`src/rtl/pdm_pkg.sv`:
```
// Shared constants and the shift-then-saturate helper used by the CIC output
// stage and the optional DC blocker (PDM_DCBLOCK_EN).
package pdm_pkg;
  localparam int ORDER_MAX = 5;
  localparam int ACC_W_DEF = 24;
  localparam int OUT_W_DEF = 16;
  localparam int SAT_W     = 64;

  typedef struct packed {
    logic             sat;
    logic [SAT_W-1:0] val;
  } sat_res_t;

  // Arithmetic right shift followed by clipping to a signed ow-bit range.
  function automatic sat_res_t shift_sat(input logic signed [SAT_W-1:0] x,
                                         input logic [4:0] sh,
                                         input int unsigned ow);
    logic signed [SAT_W-1:0] y, hi, lo;
    sat_res_t r;
    y     = x >>> sh;
    hi    = (64'sd1 <<< (ow - 1)) - 64'sd1;
    lo    = -hi - 64'sd1;
    r.sat = 1'b0;
    r.val = y;
    if (y > hi) begin
      r.sat = 1'b1;
      r.val = hi;
    end else if (y < lo) begin
      r.sat = 1'b1;
      r.val = lo;
    end
    return r;
  endfunction
endpackage

```
`src/rtl/pdm_cic_comb.sv`:
```
// One CIC comb stage: out = in - previous in, advanced only by a valid token.
module pdm_cic_comb
  import pdm_pkg::*;
#(
  parameter int ACC_W = ACC_W_DEF
) (
  input  logic             clk,
  input  logic             rst_n,
  input  logic             en,
  input  logic             in_vld,
  input  logic [ACC_W-1:0] in_data,
  output logic             out_vld,
  output logic [ACC_W-1:0] out_data
);
  logic [ACC_W-1:0] dly_q;

  always_ff @(posedge clk or negedge rst_n) begin
    if (!rst_n) begin
      out_vld  <= 1'b0;
      out_data <= '0;
      dly_q    <= '0;
    end else if (!en) begin
      out_vld  <= 1'b0;
      out_data <= '0;
      dly_q    <= '0;
    end else begin
      out_vld <= in_vld;
      if (in_vld) begin
        out_data <= in_data - dly_q;
        dly_q    <= in_data;
      end
    end
  end
endmodule

```
`src/rtl/pdm_cic_decim.sv`:
```
// PDM-to-PCM CIC decimator: PDM-rate integrators, pipelined PCM-rate combs,
// shift/saturate output with warm-up suppression. Optional PDM_DCBLOCK_EN.
module pdm_cic_decim
  import pdm_pkg::*;
#(
  parameter int ORDER = 3,
  parameter int ACC_W = ACC_W_DEF,
  parameter int OUT_W = OUT_W_DEF,
  parameter int DC_K  = 8
) (
  input  logic             clk,
  input  logic             rst_n,
  input  logic             en,
  input  logic             ce_pdm,
  input  logic             pdm_in,
  input  logic             ce_pcm,
  input  logic [4:0]       shift,
  input  logic             clr_sat,
  output logic [OUT_W-1:0] pcm_data,
  output logic             pcm_valid,
  output logic             sat_flag
);
  localparam logic [2:0] WARM_N = 3'(ORDER);

  logic [ACC_W-1:0]              x;
  logic [ORDER-1:0][ACC_W-1:0]   integ_q, integ_d;
  logic [ORDER:0][ACC_W-1:0]     data_pipe;
  logic [ORDER:0]                vld_pipe;
  logic [2:0]                    warm_q;
  logic                          primed, fire, st_vld;
  logic [OUT_W-1:0]              st_data;
  logic signed [SAT_W-1:0]       comb_sx;
  sat_res_t                      res;

  assign x = pdm_in ? ACC_W'(1) : '1;

  // Integrator cascade: each stage adds the freshly updated previous stage.
  always_comb begin
    logic [ACC_W-1:0] acc;
    integ_d = '0;
    acc     = x;
    for (int k = 0; k < ORDER; k++) begin
      acc        = acc + integ_q[k];
      integ_d[k] = acc;
    end
  end

  always_ff @(posedge clk or negedge rst_n) begin
    if (!rst_n)       integ_q <= '0;
    else if (!en)     integ_q <= '0;
    else if (ce_pdm)  integ_q <= integ_d;
  end

  // Registered integrator output is sampled, so a coincident ce_pdm is not seen.
  assign data_pipe[0] = integ_q[ORDER-1];
  assign vld_pipe[0]  = ce_pcm && en;

  for (genvar g = 0; g < ORDER; g++) begin : g_comb
    pdm_cic_comb #(.ACC_W(ACC_W)) u_comb (
      .clk      (clk),
      .rst_n    (rst_n),
      .en       (en),
      .in_vld   (vld_pipe[g]),
      .in_data  (data_pipe[g]),
      .out_vld  (vld_pipe[g+1]),
      .out_data (data_pipe[g+1])
    );
  end

  assign comb_sx = SAT_W'($signed(data_pipe[ORDER]));
  assign res     = shift_sat(comb_sx, shift, OUT_W);
  assign primed  = (warm_q == WARM_N);
  assign fire    = en && vld_pipe[ORDER] && primed;

  always_ff @(posedge clk or negedge rst_n) begin
    if (!rst_n) begin
      warm_q   <= '0;
      st_vld   <= 1'b0;
      st_data  <= '0;
      sat_flag <= 1'b0;
    end else begin
      if (fire && res.sat) sat_flag <= 1'b1;
      else if (clr_sat)    sat_flag <= 1'b0;
      if (!en) begin
        warm_q <= '0;
        st_vld <= 1'b0;
      end else begin
        st_vld <= fire;
        if (vld_pipe[ORDER] && !primed) warm_q <= warm_q + 3'd1;
        if (fire) st_data <= res.val[OUT_W-1:0];
      end
    end
  end

`ifdef PDM_DCBLOCK_EN
  localparam int DC_AW = OUT_W + DC_K;

  logic [OUT_W-1:0]        dc_xp_q;
  logic [DC_AW-1:0]        dc_acc_q;
  logic signed [SAT_W-1:0] dc_x, dc_xp, dc_acc, dc_nxt;
  sat_res_t                dc_acc_sat, dc_out_sat;

  // Accumulator holds y scaled by 2^DC_K so the leak reaches zero.
  assign dc_x       = SAT_W'($signed(st_data));
  assign dc_xp      = SAT_W'($signed(dc_xp_q));
  assign dc_acc     = SAT_W'($signed(dc_acc_q));
  assign dc_nxt     = dc_acc + ((dc_x - dc_xp) <<< DC_K) - (dc_acc >>> DC_K);
  assign dc_acc_sat = shift_sat(dc_nxt, 5'd0, DC_AW);
  assign dc_out_sat = shift_sat(dc_nxt, 5'(DC_K), OUT_W);

  always_ff @(posedge clk or negedge rst_n) begin
    if (!rst_n) begin
      dc_xp_q   <= '0;
      dc_acc_q  <= '0;
      pcm_data  <= '0;
      pcm_valid <= 1'b0;
    end else if (!en) begin
      dc_xp_q   <= '0;
      dc_acc_q  <= '0;
      pcm_valid <= 1'b0;
    end else begin
      pcm_valid <= st_vld;
      if (st_vld) begin
        dc_xp_q  <= st_data;
        dc_acc_q <= dc_acc_sat.val[DC_AW-1:0];
        pcm_data <= dc_out_sat.val[OUT_W-1:0];
      end
    end
  end
`else
  wire [DC_K-1:0] dc_k_unused = '0;
  assign pcm_data  = st_data;
  assign pcm_valid = st_vld;
`endif
endmodule

```
`config.mk`:
```
export PLATFORM = sky130hd
export DESIGN_NAME = pdm_cic_decim
export DESIGN_NICKNAME = d
export VERILOG_FILES = /design/src/rtl/pdm_pkg.sv /design/src/rtl/pdm_cic_comb.sv /design/src/rtl/pdm_cic_decim.sv
export SDC_FILE = /design/constraint.sdc
export NUM_CORES = 1
export LEC_CHECK = 0
export ABC_AREA = 1
export CAP_MARGIN = 0
export CORE_ASPECT_RATIO = 0.7
export CORE_MARGIN = 4
export CORE_UTILIZATION = 35
export CTS_CLUSTER_SIZE = 16
export DETAILED_ROUTE_END_ITERATION = 8
export PLACE_DENSITY_LB_ADDON = 0.05
export SYNTH_ARGS = -nofsm -noshare
export SYNTH_HDL_FRONTEND = slang
export SYNTH_SLANG_ARGS = --single-unit
```
`constraint.sdc`:
```
create_clock -name clk -period 5.49 [get_ports clk]
set_input_delay 1.098 -clock clk [delete_from_list [all_inputs] [get_ports clk]]
set_output_delay 1.098 -clock clk [all_outputs]
set_load 0.005 [all_outputs]
```
==> results of run 1 <==
cell usage after synthesis, types with 2 or more instances:
cell | count | area [um2]
nor2_2 | 2 | 12.5
a21oi_1 | 200 | 1000
dfrtp_1 | 240 | 6010
nand3_2 | 6 | 60.1
a21boi_0 | 16 | 120
a22o_1 | 23 | 201
fa_1 | 6 | 120
nor4_1 | 5 | 31.3
buf_6 | 3 | 33.8
ha_1 | 140 | 1750
nand3b_1 | 2 | 15.0
o211ai_2 | 3 | 37.5
and2_1 | 11 | 68.8
a211oi_1 | 5 | 37.5
o21ai_1 | 12 | 60.1
buf_1 | 2 | 7.51
buf_2 | 6 | 30.0
a211o_1 | 3 | 26.3
clkinv_1 | 4 | 15.0
a221oi_1 | 5 | 43.8
clkbuf_1 | 46 | 173
o21ai_0 | 243 | 1220
nand2_4 | 2 | 22.5
inv_2 | 4 | 15.0
or2_2 | 7 | 43.8
xnor2_1 | 17 | 149
o211ai_1 | 16 | 120
o21ai_2 | 5 | 43.8
nand2_2 | 19 | 119
nor3b_1 | 3 | 22.5
mux2i_1 | 7 | 70.1
o22ai_1 | 73 | 457
or2_1 | 3 | 18.8
o21bai_1 | 25 | 188
nand2_1 | 632 | 2370
nor2_1 | 133 | 499
inv_1 | 325 | 1220
nor3_1 | 31 | 155
o21a_1 | 4 | 30.0
xor2_1 | 22 | 193
a21o_1 | 24 | 180
nand4_1 | 20 | 125
a31oi_1 | 5 | 31.3
nand3_1 | 131 | 656
registers in the layout, summed over array words and instances (netlist names):
name and flops:
data_pipe 24, g_comb.u_comb.dly_q 72, g_comb.u_comb.out_data 72, g_comb.u_comb.out_vld 3, integ_q 48, pcm_data 16, pcm_valid 1, sat_flag 1
warm_q 3
where the power goes:
part           internal [W]  leakage (nW)  switching (W)
registers           0.00212          3.26       0.000309
logic               0.00410          7.57        0.00575
clock network       0.00113         0.459       0.000816
final timing paths:
check / depth (start not counted) / endpoint / slack [ns]
hold reg to reg: 2 / pcm_data[7] / 0.48
hold / removal: 2 / pcm_data[7] / 0.48
setup reg to reg: 26 / data_pipe[19] / 0.48
max in group asynchronous: 2 / g_comb[1].u_comb.dly_q[1] / 3.84
setup / recovery: 30 / data_pipe[18] / 0.27
min in group asynchronous: 1 / integ_q[9] / 0.49
per-stage QoR:
stage               cells  area [um2]  setup WS [ns]
floorplan            2502       18000         0.0552
global placement     3409       20900          -1.33
detailed placement   3409       20900          -1.34
CTS                  3464       22100          0.145
global route         3468       22400        -0.0250
finish               3468       22400          0.267
routing by layer:
| layer | GRT usage (%) | vias to the layer above | part of all wire (%) |
|---|---|---|---|
| met5 | 0 | - | 0 |
| met4 | 2.95 | 0 | 1.3 |
| met3 | 2.95 | 40 | 5.5 |
| met2 | 29.2 | 375 | 37 |
| met1 | 36.7 | 8420 | 56 |
| li1 | - | 8947 | - |
final cells by class:
class	count	area (um2)
timing repair buffer	301	2360
clock buffer	38	810
tap	674	843
inverter	333	1250
fill	5229	28300
sequential	240	6010
multi-input combinational	1869	11000
clock inverter	13	134
cells by family after synthesis:
| logic type | share of synthesized area [%] |
|---|---|
| AOI/OAI and AO/OA | 21.4 |
| DFF | 33.5 |
| xor gates and xnor gates | 1.91 |
| and+or+nand+nor | 23.8 |
| muxes | 0.391 |
| adders and majority gates | 10.4 |
| buffers and inverters | 8.58 |
critical path, delay by kind of cell:
family | cells | cell delay [ns]
buffers and inverters | 9 | 1.30
XOR/XNOR | 2 | 0.34
adder cells (fa/ha/maj) | 3 | 0.87
AND/OR/NAND/NOR | 8 | 0.84
AO/OA/AOI/OAI | 8 | 1.23
timing repair:
action                     CTS  global route
hold buffers                 0             0
buffers inserted             4             4
resized for setup           54            44
setup endpoints to repair   15            11
cloned                       0             0
pin swaps                   11            17
==> flow_summary_export.csv, run 1 <==
group,metric,value,unit
placement,portBuffers,29,
worst_setup_path,cp-startpoint,"pdm_in",
clocking,htreeDepth,1,
die,start_util,35.4,%
worst_setup_path,path_class,"primary input to flip-flop",
timing,max_slew_margin,49.2,%
synth,synth_area,17900,um2
layout,utilization,44.1,%
layout,diodes,0,
run,drv_cap,0,
die,ios,30,
clocking,cts_root_buf,"clkbuf_16",
min_path,worstHoldStart,"pcm_data[7]",
power,powerDensity,636,nW/um2
detailed_routing,drc,0,
die,fp.dieH,197,um
synth,ys.warnings.count,0,
worst_setup_path,critPathCaptureType,"flip-flop",
grt,antenna_found_initial,0,
timing,period_needed,5.22,ns
synth,synth_seq_cells,240,
die,core,50700,um2
grt,grt_pass1_vias,17100,
synth,synthArstFlopShare,100,%
detailed_routing,via_per_inst,5.13,
worst_setup_path,max_stage_delay,0.35,ns
timing,finalSetupViolCount,0,
worst_setup_path,required,5.94,ns
grt,grt_first_pass_wirelength,96400,um
clocking,clock_latency,0.57,ns
synth,synth-edff-count,0,
layout,areaGrowthSynthToFinish,24.8,%
synth,synth_cell_types,55,
synth,synthCells,2502,
worst_setup_path,worst_ep_arrival_time,5.68,ns
timing,finalHoldViolCount,0,
power,power,0.0142,W
layout,layout_common_cells,"nand2_1 (621), inv_1 (324), buf_4 (270), dfrtp_1 (240), o21ai_0 (230)",
power,ir_drop,0.341,mV
timing,fmax,0.191,GHz
timing,tns,0,ns
placement,place_hpwl,47300,um
detailed_routing,dr_total_vias,17800,
timing,whs,0.477,ns
detailed_routing,totalWireLength,60400,um
synth,synth.yosys.seq_area_share,33.5,%
detailed_routing,wl_per_cell,17.4,um
clocking,clockBufferDepth,3,
grt,grt_max_degree,120,
placement,gp_congestion,0.929,
timing,tightest_slew,0.761,ns
detailed_routing,first_iter_violations,1400,
synth,syn_avg_cell_area,7.16,um2
detailed_routing,dr.pass1.iters,5,
layout,fin_nets,2931,
min_path,hold_path_class,"flip-flop to flip-flop",
die,rows,69,
die,dieWidth,278,um
worst_setup_path,path_max_fanout,16,
synth,ys_dominant_reg_cell,"dfrtp_1",
layout,drive_above_1_share,16.4,%
layout,final_common_cell,"nand2_1",
grt,track_usage,21.7,%
synth,synth_nets,2660,
power,power_leakage,11.3,nW
clocking,clock_sinks,240,
clocking,cts_tree,"done",
outcome,status,"completed",
clocking,cts.clk_slew.worst_paths,0.06,ns
worst_setup_path,cp-start-kind,"primary input",
clocking,cts_buffers,28,
worst_setup_path,cpMostUsedCell,"buf_4",
worst_setup_path,critPathSlowestCell,"ha_1",
detailed_routing,ant_nets,0,
timing,fin_crit_sh,95.1,%
timing,fin_skew,0.0155,ns
worst_setup_path,r2r-start,"integ_q[0]",
grt,grt.overflow.total,0,
die,die-area,54900,um2
timing,slew_viol_final,0,
Note: power is estimated with default switching activity, not from simulation.
==> inputs of run 2 (changes only) <==
--- a/config.mk
+++ b/config.mk
@@ -9,7 +9,7 @@
 export CAP_MARGIN = 0
 export CORE_ASPECT_RATIO = 0.7
 export CORE_MARGIN = 4
-export CORE_UTILIZATION = 35
+export CORE_UTILIZATION = 60
 export CTS_CLUSTER_SIZE = 16
 export DETAILED_ROUTE_END_ITERATION = 8
 export PLACE_DENSITY_LB_ADDON = 0.05
==> constraint.sdc (replaced) <==
create_clock -name clk -period 5.49 [get_ports clk]
set_input_delay 1.098 -clock clk [delete_from_list [all_inputs] [get_ports clk]]
set_output_delay 1.098 -clock clk [all_outputs]
set_load 0.02 [all_outputs]
==> flow_summary_export.csv, run 2 (same netlist as run 1, synthesis figures left out) <==
group,metric,value,unit
die,die-area,32700,um2
worst_setup_path,worst_ep_arrival_time,5.75,ns
layout,areaGrowthSynthToFinish,20.8,%
grt,antenna_found_initial,0,
power,power_leakage,11.1,nW
die,core,29100,um2
clocking,cts.clk_slew.worst_paths,0.07,ns
layout,fin_area,21600,um2
clocking,clock_latency,0.56,ns
die,rows,52,
timing,max_slew_margin,31.4,%
detailed_routing,ant_nets,0,
worst_setup_path,required,5.94,ns
worst_setup_path,path_class,"primary input to flip-flop",
timing,fin_crit_sh,96.5,%
grt,grt_use_met2,48.1,%
layout,stdcell_count,3129,
layout,drive_above_1_share,15.3,%
placement,place_hpwl,42400,um
worst_setup_path,path_max_fanout,11,
run,drv_cap,0,
layout,final_common_cell,"nand2_1",
timing,slew_viol_final,0,
outcome,status,"completed",
timing,fmax,0.189,GHz
grt,busiest_layer,"met1",
grt,grt.overflow.total,0,
layout,utilization,74.3,%
detailed_routing,wl_per_cell,18.1,um
timing,rsz0062_at_grt,"true",
grt,grtUsageMet1,52.1,%
die,dieWidth,215,um
clocking,cts_buffers,25,
grt,grt_pass1_vias,17400,
grt,grt_first_pass_wirelength,91200,um
placement,place_inst,3082,
detailed_routing,dr.pass1.iters,8,
detailed_routing,dr_total_vias,18600,
timing,finalSetupViolCount,0,
timing,fin_skew,0.0299,ns
power,ir_drop,0.618,mV
placement,pre_cts_slack,-0.928,ns
detailed_routing,first_iter_violations,2075,
timing,whs,0.479,ns
die,start_util,61.5,%
layout,diodes,0,
timing,finalHoldViolCount,0,
worst_setup_path,cp-start-kind,"primary input",
timing,final.setup.worst_slack,0.195,ns
clocking,clockBufferDepth,3,
layout,fillerInstances,2323,
detailed_routing,drc,0,
clocking,cts_tree,"done",
layout,layout_common_cells,"nand2_1 (620), inv_1 (324), dfrtp_1 (240), o21ai_0 (235), buf_4 (233)",
clocking,clock_sinks,240,
layout,top_regs,"g_comb.u_comb.dly_q x72, g_comb.u_comb.out_data x72, integ_q x48",
detailed_routing,totalWireLength,56700,um
timing,period_needed,5.30,ns
die,ios,30,
worst_setup_path,max_stage_delay,0.32,ns
placement,portBuffers,29,
grt,track_usage,33.6,%
clocking,htreeDepth,1,
placement,placedInstanceArea,20300,um2
timing,tightest_slew,1.02,ns
detailed_routing,via_per_inst,5.95,
placement,gp_congestion,0.969,
layout,seq_area,6010,um2
die,fp.dieH,153,um
power,powerDensity,641,nW/um2
clocking,cts_root_buf,"clkbuf_16",
worst_setup_path,r2r_slack,0.61,ns
grt,grt_use_met3,7.55,%
grt,grt_max_degree,121,
min_path,hold_path_class,"flip-flop to flip-flop",
worst_setup_path,critPathCaptureType,"flip-flop",
worst_setup_path,critPathSlowestCell,"ha_4",
layout,fin_nets,2891,
layout,multi_input_area,11000,um2
worst_setup_path,cpMostUsedCell,"nand2_1",
run 2: cell count changes in the layout (fill, tap and decap cells not counted), sizes merged:
cell,delta
clkinvlp,-2
buf,-37
clkbuf,-2
inv,-1
bufinv,+3
clkinv,-4
run 2: worst paths after layout:
check	from	cells past startpoint	end
max	pdm_in	32	data_pipe[18]
min	sat_flag	2	sat_flag
max reg2reg	integ_q[1]	28	data_pipe[18]
min reg2reg	sat_flag	2	sat_flag
max in group asynchronous	rst_n	2	g_comb[1].u_comb.out_data[8]
min in group asynchronous	rst_n	1	g_comb[2].u_comb.out_data[1]
run 2: critical path, delay by kind of cell:
kind | cells | cell delay, ns
fa+ha+maj | 3 | 0.86
buf+inv | 8 | 0.91
xor+xnor | 1 | 0.17
simple gates | 13 | 1.66
compound gates | 7 | 1.03
run 2: stage by stage:
step	TNS, ns	power (W)
4_1_cts	0	0.0134
3_3_place_gp	-9.60	0.0111
3_5_place_dp	-11.30	0.0112
5_1_grt	-0.218	0.0150
2_1_floorplan	0	0.00776
6_report	0	0.0139
run 2: cell type report:
class	count	area share [%]
clock buffers	36	3.27
clock inverters	9	0.815
inverters	333	5.79
multi-input cells	1869	50.6
flip-flops and latches	240	27.7
well taps	378	2.18
repair buffers	264	9.61
run 2: per-layer routing:
layer | vias to the layer above | part of all wire, %
met5 | - | 0
met4 | 0 | 2.1
met3 | 97 | 10
met2 | 891 | 41
met1 | 8785 | 47
li1 | 8858 | -
run 2: what timing repair did:
action	in CTS	in global routing
pin swaps	7	11
gates resized for setup	46	53
buffers inserted	1	1
hold buffers	0	0
endpoints found under the setup margin	12	16
run 2: where the power goes:
group / leakage, nW / total [W] / switching [W] / internal [W]
clock network: 0.428 / 0.00188 / 0.000749 / 0.00113
logic: 7.39 / 0.00957 / 0.00571 / 0.00386
registers: 3.26 / 0.00243 / 0.000304 / 0.00212
==> inputs of run 3 (changes only) <==
--- a/config.mk
+++ b/config.mk
@@ -5,7 +5,6 @@
 export SDC_FILE = /design/constraint.sdc
 export NUM_CORES = 1
 export LEC_CHECK = 0
-export ABC_AREA = 1
 export CAP_MARGIN = 0
 export CORE_ASPECT_RATIO = 0.7
 export CORE_MARGIN = 4
==> flow_summary_export.csv, run 3 <==
group,metric,value,unit
outcome,status,"finished with violations",
outcome,violations,"negative setup slack",
synth,synth_nets,2150,
synth,synthArstFlopShare,100,%
grt,grt.overflow.total,0,
synth,synth_most_common_cell,"nor2_1",
timing,fin_skew,0.0284,ns
placement,place_hpwl,31600,um
die,fp.dieH,152,um
synth,synth_cell_types,83,
synth,synth_common_cells,"nor2_1 (243), dfrtp_1 (240), mux2i_1 (169), a21oi_1 (144), ha_1 (140)",
detailed_routing,dr_total_vias,15400,
worst_setup_path,path_max_fanout,5,
clocking,clock_latency,0.56,ns
min_path,min_path_cells,2,
synth,synthTopCellsByArea,"dfrtp_1 (34%), ha_1 (9.9%), mux2i_1 (9.6%)",
timing,final.setup.worst_slack,-0.581,ns
min_path,hold_end,"pcm_data[1]",
synth,synth_area,17700,um2
power,clkPwrFrac,13.4,%
clocking,clock_sinks,240,
timing,slew_viol_final,0,
clocking,cts.clk_slew.worst_paths,0.07,ns
timing,fin_crit_sh,111,%
power,power,0.0130,W
run,drv_cap,0,
layout,diodes,0,
die,rows,52,
die,ios,30,
detailed_routing,first_iter_violations,1283,
power,ir_drop,0.442,mV
timing,rsz0062_at_grt,"true",
layout,fin_nets,2377,
detailed_routing,drc,0,
synth,synthCells,1992,
timing,fmax,0.165,GHz
power,sequentialPowerShare,18.9,%
worst_setup_path,r2r-start,"integ_q[1]",
worst_setup_path,reg2reg_depth,27,
timing,tightest_slew,1.11,ns
worst_setup_path,worst_ep_arrival_time,6.46,ns
worst_setup_path,r2r_slack,-0.22,ns
timing,finalHoldViolCount,0,
clocking,cts_tree,"done",
synth,synth-edff-count,0,
grt,grt_first_pass_wirelength,72600,um
clocking,cts_buffers,25,
clocking,clockBufferDepth,3,
grt,antenna_found_initial,2,
grt,grt_pass1_vias,14300,
detailed_routing,totalWireLength,44900,um
power,p_sw,0.00559,W
worst_setup_path,path_class,"primary input to flip-flop",
power,swShare,43.0,%
synth,syn_avg_cell_area,8.89,um2
synth,synth_top_area_cell,"dfrtp_1",
clocking,cts_hold_buf,0,
min_path,worstHoldStart,"pcm_data[1]",
die,dieWidth,213,um
layout,layout_common_cells,"buf_4 (243), nor2_1 (240), dfrtp_1 (238), mux2i_1 (169), nand2_1 (135)",
synth,synth_seq_cells,240,
grt,grt_max_degree,103,
detailed_routing,via_per_inst,5.91,
layout,final_common_cell,"buf_4",
worst_setup_path,critPathCaptureType,"flip-flop",
power,power_leakage,10.2,nW
clocking,htreeDepth,1,
grt,track_usage,27.0,%
timing,finalSetupViolCount,9,
worst_setup_path,required,5.88,ns
power,internal-power,0.00741,W
worst_setup_path,max_stage_delay,0.41,ns
layout,utilization,73.9,%
placement,gp_congestion,0.920,
power,power_frac_comb,67.7,%
die,core,29000,um2
synth,ys_dominant_reg_cell,"dfrtp_1",
die,die-area,32400,um2
timing,max_slew_margin,25.4,%
power,powerDensity,606,nW/um2
synth,synth.yosys.seq_area_share,33.9,%
worst_setup_path,critPathSlowestCell,"a2111o_1",
min_path,hold_path_class,"flip-flop to flip-flop",
timing,period_needed,6.07,ns
worst_setup_path,critPathTopFamily,"compound AO/OA/AOI/OAI gates",
synth,ys.warnings.count,0,
worst_setup_path,cp-start-kind,"primary input",
layout,fillerInstances,2153,
detailed_routing,ant_nets,0,
detailed_routing,dr.pass1.iters,5,
layout,areaGrowthSynthToFinish,21.1,%
worst_setup_path,r2r_end,"data_pipe[21]",
layout,drive_above_1_share,19.2,%
synth,synth_top_area_share,33.9,%
placement,portBuffers,29,
die,start_util,61.0,%
layout,top_regs,"g_comb.u_comb.dly_q x72, g_comb.u_comb.out_data x72, integ_q x48",
detailed_routing,wl_per_cell,17.2,um
clocking,cts_root_buf,"clkbuf_16",
worst_setup_path,critPathBufInv,6,
## run 3: changes by cell type in the layout (fill, tap and decap cells not counted), sizes merged, moves of 99 or more
cell | before | now
nand3 | 137 | 38
mux2i | 7 | 169
nand2 | 653 | 136
o21ai | 260 | 112
inv | 329 | 133
nor2 | 136 | 243
## run 3: cell type report
type | count | area, um2 | area share [%]
clock buffer | 33 | 726 | 3.38
clock inverter | 12 | 108 | 0.502
inverter | 133 | 508 | 2.37
multi-input combinational | 1537 | 11400 | 53.1
sequential | 240 | 6010 | 28.0
tap | 378 | 473 | 2.20
timing repair buffer | 282 | 2240 | 10.5
## run 3: tightest hold or removal path, cell delays in order, from the launching register on
cell and delay (ns):
dfrtp_1 0.34, nand2_1 0.05, o21ai_0 0.06
## run 3: kinds of logic after synthesis
family / share of synthesized area, %
adders and majority gates: 10.6
muxes: 11.8
DFF: 33.9
buffers and inverters: 4.73
xor gates and xnor gates: 4.37
AOI/OAI and AO/OA: 19.1
and+or+nand+nor: 15.6
## run 3: worst max-delay path by stage
stage | cells after the start | from | endpoint | slack [ns]
2_1_floorplan | 27 | pdm_in | data_pipe[23] | -0.90
3_5_place_dp | 29 | pdm_in | data_pipe[23] | -1.68
3_3_place_gp | 31 | pdm_in | data_pipe[23] | -1.54
6_report | 30 | pdm_in | data_pipe[21] | -0.58
5_1_grt | 29 | pdm_in | data_pipe[23] | -0.91
4_1_cts | 28 | pdm_in | data_pipe[23] | -0.74
## run 3: stage by stage
step                      cells  cell area [um2]  hold WS (ns)  setup TNS [ns]  worst slack (ns)
after detailed placement   2537            19900         0.469          -19.59             -1.68
after CTS                  2591            20900         0.484           -3.97            -0.737
after global placement     2537            19900         0.466          -17.61             -1.54
after floorplan            1992            17800         0.481           -5.09            -0.898
after global routing       2615            21400         0.498           -5.37            -0.915
final                      2615            21400         0.482           -2.84            -0.581
## run 3: routing by layer
layer	vias up	share of wire [%]	track usage [%]
li1	7577	-	-
met1	7467	51	43.9
met2	354	42	38.2
met3	43	5.5	4.26
met4	2	1.4	4.19
met5	-	0.027	0
## run 3: power by group through the flow
stage,Clock [W],Combinational (W),Sequential (W)
finish,0.00174,0.00880,0.00246
global route,0.00186,0.00965,0.00251
CTS,0.00178,0.00816,0.00245
detailed placement,0,0.00785,0.00248
global placement,0,0.00766,0.00247
floorplan,0,0.00543,0.00237
## run 3: repair_timing
item | 4_1_cts | 5_1_grt
resized for setup | 36 | 68
endpoints found under the setup margin | 14 | 13
setup buffers | 10 | 25
pin swaps | 36 | 65
gates cloned | 0 | 0
